$ cat src/rtl/alu_pkg.sv
// alu_pkg: shared definitions for the iterative execute-stage ALU.
//   - 4-bit operation codes, also used by the ALU control decoder
//   - FSM state encoding alu_state_t
//   - small classification helpers for the op codes
package alu_pkg;

    localparam logic [3:0] ALU_ADD   = 4'b0000;
    localparam logic [3:0] ALU_SUB   = 4'b0001;
    localparam logic [3:0] ALU_AND   = 4'b0010;
    localparam logic [3:0] ALU_OR    = 4'b0011;
    localparam logic [3:0] ALU_XOR   = 4'b0100;
    localparam logic [3:0] ALU_SLL   = 4'b0101;
    localparam logic [3:0] ALU_SRL   = 4'b0110;
    localparam logic [3:0] ALU_SRA   = 4'b0111;
    localparam logic [3:0] ALU_SLT   = 4'b1000;
    localparam logic [3:0] ALU_SLTU  = 4'b1001;
    localparam logic [3:0] ALU_BRCMP = 4'b1010;
    localparam logic [3:0] ALU_CTZ   = 4'b1111;

    typedef enum logic [1:0] {
        IDLE = 2'd0,
        BUSY = 2'd1,
        DONE = 2'd2
    } alu_state_t;

    // Shifts are the only ops that walk a bit count down to zero.
    function automatic logic is_shift(input logic [3:0] ctl);
        return (ctl == ALU_SLL) || (ctl == ALU_SRL) || (ctl == ALU_SRA);
    endfunction

    function automatic logic is_ctz(input logic [3:0] ctl);
        return (ctl == ALU_CTZ);
    endfunction

endpackage

$ cat src/rtl/alu_iter_if.sv
// alu_iter_if: request/response bundle between operand fetch, the ALU and
// writeback.
//   master: drives in_valid, alu_ctl, op_a, op_b, out_ready
//   slave : drives in_ready, out_valid, result, zero
//
// Handshake: a request transfers on a rising edge where in_valid && in_ready;
// a result transfers on a rising edge where out_valid && out_ready. While
// out_valid is high and out_ready low, result and zero hold their values.
// Request fields only matter in the transfer cycle.
interface alu_iter_if #(
    parameter int XLEN = 32
);
    logic            in_valid;
    logic            in_ready;
    logic [3:0]      alu_ctl;
    logic [XLEN-1:0] op_a;
    logic [XLEN-1:0] op_b;
    logic            out_valid;
    logic            out_ready;
    logic [XLEN-1:0] result;
    logic            zero;

    modport master (
        output in_valid, alu_ctl, op_a, op_b, out_ready,
        input  in_ready, out_valid, result, zero
    );

    modport slave (
        input  in_valid, alu_ctl, op_a, op_b, out_ready,
        output in_ready, out_valid, result, zero
    );
endinterface

$ cat src/rtl/alu_basic.sv
// alu_basic: combinational single-cycle ALU datapath.
//   ctl_i : operation code (alu_pkg codes)
//   a_i   : operand A
//   b_i   : operand B
//   res_o : result; 0 for shift/CTZ/undefined codes (those are handled,
//           or defined as zero, by the caller)
module alu_basic
    import alu_pkg::*;
#(
    parameter int XLEN = 32
) (
    input  logic [3:0]      ctl_i,
    input  logic [XLEN-1:0] a_i,
    input  logic [XLEN-1:0] b_i,
    output logic [XLEN-1:0] res_o
);

    logic [XLEN-1:0] diff;
    logic            lt_s;
    logic            lt_u;

    assign diff = a_i - b_i;
    assign lt_s = $signed(a_i) < $signed(b_i);
    assign lt_u = a_i < b_i;

    always_comb begin
        res_o = '0;
        case (ctl_i)
            ALU_ADD:   res_o = a_i + b_i;
            ALU_SUB:   res_o = diff;
            ALU_AND:   res_o = a_i & b_i;
            ALU_OR:    res_o = a_i | b_i;
            ALU_XOR:   res_o = a_i ^ b_i;
            ALU_SLT:   res_o = {{(XLEN-1){1'b0}}, lt_s};
            ALU_SLTU:  res_o = {{(XLEN-1){1'b0}}, lt_u};
            // The branch unit only looks at zero, so a-b is enough.
            ALU_BRCMP: res_o = diff;
            default:   res_o = '0;
        endcase
    end

endmodule

$ cat src/rtl/alu_iter.sv
// alu_iter: multi-cycle execute-stage ALU.
//   clk     : rising-edge clock
//   rst_n   : asynchronous active-low reset
//   bus     : alu_iter_if slave (request in, result out)
//   state_o : current FSM state, for observation
// Simple ops finish in one cycle via alu_basic. Shifts move one bit per
// cycle; CTZ shifts right one bit per cycle counting zeros, so neither
// needs a barrel shifter or a priority encoder.
module alu_iter
    import alu_pkg::*;
#(
    parameter int XLEN = 32
) (
    input  logic       clk,
    input  logic       rst_n,
    alu_iter_if.slave  bus,
    output alu_state_t state_o
);

    localparam int SHW = $clog2(XLEN);
    // One extra bit so the CTZ count can reach XLEN itself.
    localparam int CW  = SHW + 1;

    alu_state_t      state_q;
    logic [3:0]      op_q;
    logic [XLEN-1:0] work_q;
    logic [CW-1:0]   cnt_q;
    logic [XLEN-1:0] result_q;
    logic            zero_q;

    logic [XLEN-1:0] basic_res;
    logic [SHW-1:0]  shamt;
    logic [XLEN-1:0] work_step;
    logic [CW-1:0]   cnt_dec;
    logic [CW-1:0]   cnt_inc;
    logic            in_ready;

    alu_basic #(.XLEN(XLEN)) u_basic (
        .ctl_i (bus.alu_ctl),
        .a_i   (bus.op_a),
        .b_i   (bus.op_b),
        .res_o (basic_res)
    );

    assign shamt   = bus.op_b[SHW-1:0];
    assign cnt_dec = cnt_q - 1'b1;
    assign cnt_inc = cnt_q + 1'b1;

    // One-bit move of the working register for the op held in op_q.
    always_comb begin
        work_step = work_q;
        case (op_q)
            ALU_SLL: work_step = {work_q[XLEN-2:0], 1'b0};
            ALU_SRL: work_step = {1'b0, work_q[XLEN-1:1]};
            ALU_SRA: work_step = {work_q[XLEN-1], work_q[XLEN-1:1]};
            ALU_CTZ: work_step = {1'b0, work_q[XLEN-1:1]};
            default: work_step = work_q;
        endcase
    end

    // Both handshake outputs depend on state alone, so neither out_ready nor
    // in_valid has a combinational path to the other side.
    assign in_ready      = (state_q == IDLE);
    assign bus.in_ready  = in_ready;
    assign bus.out_valid = (state_q == DONE);
    assign bus.result    = result_q;
    assign bus.zero      = zero_q;
    assign state_o       = state_q;

    always_ff @(posedge clk or negedge rst_n) begin
        if (!rst_n) begin
            state_q  <= IDLE;
            op_q     <= ALU_ADD;
            work_q   <= '0;
            cnt_q    <= '0;
            result_q <= '0;
            zero_q   <= 1'b0;
        end else begin
            case (state_q)
                IDLE: begin
                    if (bus.in_valid && in_ready) begin
                        op_q <= bus.alu_ctl;
                        if (is_shift(bus.alu_ctl)) begin
                            if (shamt == '0) begin
                                result_q <= bus.op_a;
                                zero_q   <= (bus.op_a == '0);
                                state_q  <= DONE;
                            end else begin
                                work_q  <= bus.op_a;
                                cnt_q   <= {1'b0, shamt};
                                state_q <= BUSY;
                            end
                        end else if (is_ctz(bus.alu_ctl)) begin
                            if (bus.op_a[0]) begin
                                result_q <= '0;
                                zero_q   <= 1'b1;
                                state_q  <= DONE;
                            end else begin
                                work_q  <= bus.op_a;
                                cnt_q   <= '0;
                                state_q <= BUSY;
                            end
                        end else begin
                            result_q <= basic_res;
                            zero_q   <= (basic_res == '0);
                            state_q  <= DONE;
                        end
                    end
                end

                BUSY: begin
                    work_q <= work_step;
                    if (is_ctz(op_q)) begin
                        cnt_q <= cnt_inc;
                        // Stop on the first set bit, or after XLEN steps
                        // when the source was all zeros.
                        if (work_step[0] || (cnt_inc == CW'(XLEN))) begin
                            result_q <= XLEN'(cnt_inc);
                            zero_q   <= (cnt_inc == '0);
                            state_q  <= DONE;
                        end
                    end else begin
                        cnt_q <= cnt_dec;
                        if (cnt_dec == '0) begin
                            result_q <= work_step;
                            zero_q   <= (work_step == '0);
                            state_q  <= DONE;
                        end
                    end
                end

                DONE: begin
                    if (bus.out_ready) begin
                        state_q <= IDLE;
                    end
                end

                default: begin
                    state_q <= IDLE;
                end
            endcase
        end
    end

endmodule
$ cat src/flat_wrapper.sv
// flat-port wrapper written by rule: the top's interface ports become plain ports
module alu_iter_flat import alu_pkg::*;
#(
    parameter int XLEN = 32
)
  (clk, rst_n, state_o, bus_in_valid, bus_alu_ctl, bus_op_a, bus_op_b, bus_out_ready, bus_in_ready, bus_out_valid, bus_result, bus_zero);
  alu_iter_if #(.XLEN(XLEN)) bus_i ();
  input  logic clk;
  input  logic rst_n;
  output alu_state_t state_o;
  input wire logic [$bits(bus_i.in_valid)-1:0] bus_in_valid;
  input wire logic [$bits(bus_i.alu_ctl)-1:0] bus_alu_ctl;
  input wire logic [$bits(bus_i.op_a)-1:0] bus_op_a;
  input wire logic [$bits(bus_i.op_b)-1:0] bus_op_b;
  input wire logic [$bits(bus_i.out_ready)-1:0] bus_out_ready;
  output wire logic [$bits(bus_i.in_ready)-1:0] bus_in_ready;
  output wire logic [$bits(bus_i.out_valid)-1:0] bus_out_valid;
  output wire logic [$bits(bus_i.result)-1:0] bus_result;
  output wire logic [$bits(bus_i.zero)-1:0] bus_zero;
  assign bus_i.in_valid = bus_in_valid;
  assign bus_i.alu_ctl = bus_alu_ctl;
  assign bus_i.op_a = bus_op_a;
  assign bus_i.op_b = bus_op_b;
  assign bus_i.out_ready = bus_out_ready;
  assign bus_in_ready = bus_i.in_ready;
  assign bus_out_valid = bus_i.out_valid;
  assign bus_result = bus_i.result;
  assign bus_zero = bus_i.zero;
  alu_iter #(.XLEN(XLEN)) u_core (.clk(clk), .rst_n(rst_n), .bus(bus_i), .state_o(state_o));
endmodule
$ cat config.mk
export PLATFORM = sky130hd
export DESIGN_NAME = alu_iter_flat
export DESIGN_NICKNAME = d
export VERILOG_FILES = /design/src/rtl/alu_pkg.sv /design/src/rtl/alu_iter_if.sv /design/src/rtl/alu_basic.sv /design/src/rtl/alu_iter.sv /design/src/flat_wrapper.sv
export SDC_FILE = /design/constraint.sdc
export NUM_CORES = 1
export LEC_CHECK = 0
export BUFFER_PORTS_ARGS = -buffer_cell sky130_fd_sc_hd__buf_2
export CORE_MARGIN = 10
export CORE_UTILIZATION = 30
export CTS_CLUSTER_SIZE = 12
export DETAILED_ROUTE_END_ITERATION = 10
export PLACE_DENSITY_LB_ADDON = 0.25
export SLEW_MARGIN = 15
export SYNTH_ARGS = -nofsm -noshare
export SYNTH_HDL_FRONTEND = slang
export SYNTH_HIERARCHICAL = 1
export SYNTH_SLANG_ARGS = --single-unit
$ cat constraint.sdc
create_clock -name clk -period 3.74 [get_ports clk]
set_clock_uncertainty 0.2 [all_clocks]
set_input_delay 0.561 -clock clk [delete_from_list [all_inputs] [get_ports clk]]
set_output_delay 0.561 -clock clk [all_outputs]
set_load 0.01 [all_outputs]
==> metrics.csv <==
metric,value,unit
maxcap violations,0,
Synth Area in Compound Gates,35.7,%
Port-buffer cells,108,
"Power, Total",7.07,mW
crit path kind,primary input to flip-flop,
most common cell in the netlist,nor2_1,
number of enable flip-flop cells after synthesis,0,
CTS root buf,clkbuf_16,
total CTS buffers,9,
Yosys reg bits,77,
Setup crit end kind,flip-flop,
Crit path arrival time,4.21,ns
clock latency on the worst-skew pair,0.35,ns
VDD IR max,257,uV
Worst setup SP type,primary input,
initial DRC count,1102,
syn avg cell area,7.41,um^2
Congestion Overflow GR,0,
gr usage total,20.3,%
final instance area,0.0148,mm^2
H-tree levels,3,
Die Y,205,um
Synth top area share,18.8,%
hold_ws,0.295,ns
TritonCTS clock tree,built,
final WL,44.4,mm
"CTS clk-pin slew, worst paths",0.07,ns
Area Growth Syn to Fin,44.7,%
Hold WC Path Type,primary input to flip-flop,
RR Endpoint,u_core/bus.result[15],
fraction of layout cells with a size suffix above 1,36.0,%
placed instance area,0.0135,mm^2
cell taking the most area after synthesis,dfrtp_1,
main combinational cell family by area after synthesis,compound AO/OA/AOI/OAI gates,
part of the cycle the worst path needs,110,%
worst reg2reg setup slack,0.45,ns
Post-Synth Simple-Gate Area,20.4,%
mux contribution to synthesized area,2.49,%
largest net degree at the start of global routing,74,
hpwl dp,34.4,mm
Final Max Slew Viols,0,
Layout Nets,1939,
f_max,242,MHz
post-synthesis adder-cell area fraction,12.7,%
I/O Pins,109,
yosys synthesis warning count,6,
Layout Cells excl Fill,2217,
ANT cells,0,
"Setup violations, final",10,
starting density of the core,30.5,%
fin worst setup slack,-0.389,ns
Hold Path End,u_core/state_o[1],
Leakage,6.91,nW
initial antenna violation count,1,
Hold Startpoint,bus_out_ready,
Tightest Pin Transition,0.707,ns
status,finished with violations,
most area-consuming cells after synthesis,"dfrtp_1, ha_1, a21oi_1",
unrepaired setup endpoints after global routing,yes,
DRT antenna net count,0,
Bufs on Longest Clock Path,2,
final hold vios,0,
DR vias/cell,5.61,
synthesized netlist cell count,1384,
post-layout min period,4.13,ns
Rows,67,
CP Data Required Time,3.83,ns
Mapped Nets,1559,
"Seq/Total Area, Yosys",18.8,%
WL per Instance,20.0,um
DRC errors left,0,
failing checks,setup timing,
Power Dens Cells,477,mW/mm^2
post-synth cell types,98,
reg2reg start,u_core/op_q[1],
vias in the first global route,12200,
ys flop type,dfrtp_1,
clock sinks,77,
Crit Path Max Fanout,4,
Core Area,0.0336,mm^2
XOR/XNOR Fraction of Synth Area,0.768,%
Synth async-reset ratio,100,%
Mapped Area,0.0103,mm^2
hold path depth,3,
drt first pass iters,7,
total die area,0.0420,mm^2
dpl cells,2173,
global-route wire length before repair,68.6,mm
final RePlAce weighted congestion,1.02,
reg2reg path depth,8,
top post-synthesis cells by count,"nor2_1, a21oi_1, inv_1",
Slew Limit Headroom,51.6,%
floorplan die width,205,um
total number of vias,12400,
## repair_timing
| action | CTS | global route |
|---|---|---|
| gates resized for setup | 76 | 101 |
| endpoints found under the hold margin | 19 | 0 |
| pin swaps | 36 | 62 |
| hold buffers | 1 | 0 |
| setup endpoints to repair | 20 | 20 |
| buffers inserted | 14 | 19 |
## state kept, by name, indices dropped and copies added (netlist names)
register           flops
u_core/bus.zero        1
u_core/bus.result     32
u_core/cnt_q           6
u_core/state_o         2
u_core/op_q            4
u_core/work_q         32
## cell usage in the layout (no fill, tap or decap), types with 7 or more instances in the layout
master,netlist,routed
a211oi_1,17,16
a21o_1,28,28
a21oi_1,151,139
a21oi_2,0,10
a221o_1,19,19
a221oi_1,27,20
a221oi_2,1,7
a22oi_1,38,31
a22oi_2,0,7
and2_1,30,30
and3_1,14,14
buf_12,0,12
buf_2,17,96
buf_4,3,328
buf_6,12,24
clkbuf_16,0,9
dfrtp_1,77,77
ha_1,101,81
ha_4,0,14
inv_1,110,95
inv_2,0,12
mux2_2,12,8
mux2i_1,12,11
nand2_1,106,106
nand2b_1,8,8
nand3_1,15,14
nand4_1,15,15
nor2_1,156,148
nor2b_1,8,7
nor3_1,21,19
nor4_1,26,24
o211ai_1,18,18
o21a_1,7,7
o21ai_0,78,72
o21ai_2,1,8
o21bai_1,15,14
o221ai_1,15,11
o22ai_1,19,15
o31ai_1,12,10
## cell families after synthesis
| group | after synthesis |
|---|---|
| adder cells (fa/ha/maj) | 103 |
| flip-flops | 77 |
| multiplexers | 24 |
| AO/OA/AOI/OAI | 530 |
| XOR/XNOR | 9 |
| AND/OR/NAND/NOR | 436 |
| buffers and inverters | 205 |
## routing by layer
layer,wire length [um],vias up,track usage [%]
li1,-,5873,-
met1,19400,5960,26.7
met2,20400,502,32.9
met3,2990,93,3.11
met4,1610,2,7.64
met5,7,-,0
## critical path, stage by stage
cell and delay [ns]:
buf_8 0.10, ha_4 0.15, fa_2 0.37, a21o_1 0.21, a221oi_2 0.38, buf_4 0.20, a22o_4 0.17, o41ai_4 0.08
a211oi_2 0.19, buf_4 0.17, buf_4 0.11, buf_6 0.08, buf_6 0.08, nor2_2 0.03, o21ai_2 0.15, o211ai_1 0.17
nor4_1 0.31, nand4_1 0.16, nor2_1 0.13, nor2_1 0.05, o211ai_1 0.15, o221a_1 0.18
## where the power goes
part           internal, mW  leakage, nW  switching, mW
clock network         0.523        0.136          0.405
logic                  1.95         5.84           2.49
registers              1.24        0.943          0.462
total                  3.72         6.91           3.36
## cell type report
class                      count  area (um^2)
fill                        3392        18800
tap                          448          561
sequential                    77         1930
multi-input combinational   1102         8130
inverter                     110          420
clock buffer                  10          229
clock inverter                 6         70.1
timing repair buffer         464         3510
## worst max-delay path by stage
stage,startpoint,end,depth (start not counted)
after CTS,bus_op_b[0],u_core/bus.zero,20
after detailed placement,bus_op_a[1],u_core/bus.zero,19
final,bus_op_b[0],u_core/bus.zero,22
after global placement,bus_op_a[1],u_core/bus.zero,19
after global routing,bus_op_a[6],u_core/bus.zero,20
after floorplan,bus_op_a[0],u_core/bus.zero,17
## per-stage QoR
step	TNS (ns)	util [%]	setup WS (ns)
after floorplan	-0.220	-	-0.220
after global placement	-11.38	40.2	-0.967
after detailed placement	-12.08	40.2	-1.00
after CTS	-0.854	42.4	-0.314
after global routing	-2.68	44.1	-0.556
final	-1.31	44.1	-0.389
Power figures use the tool's default switching activity.
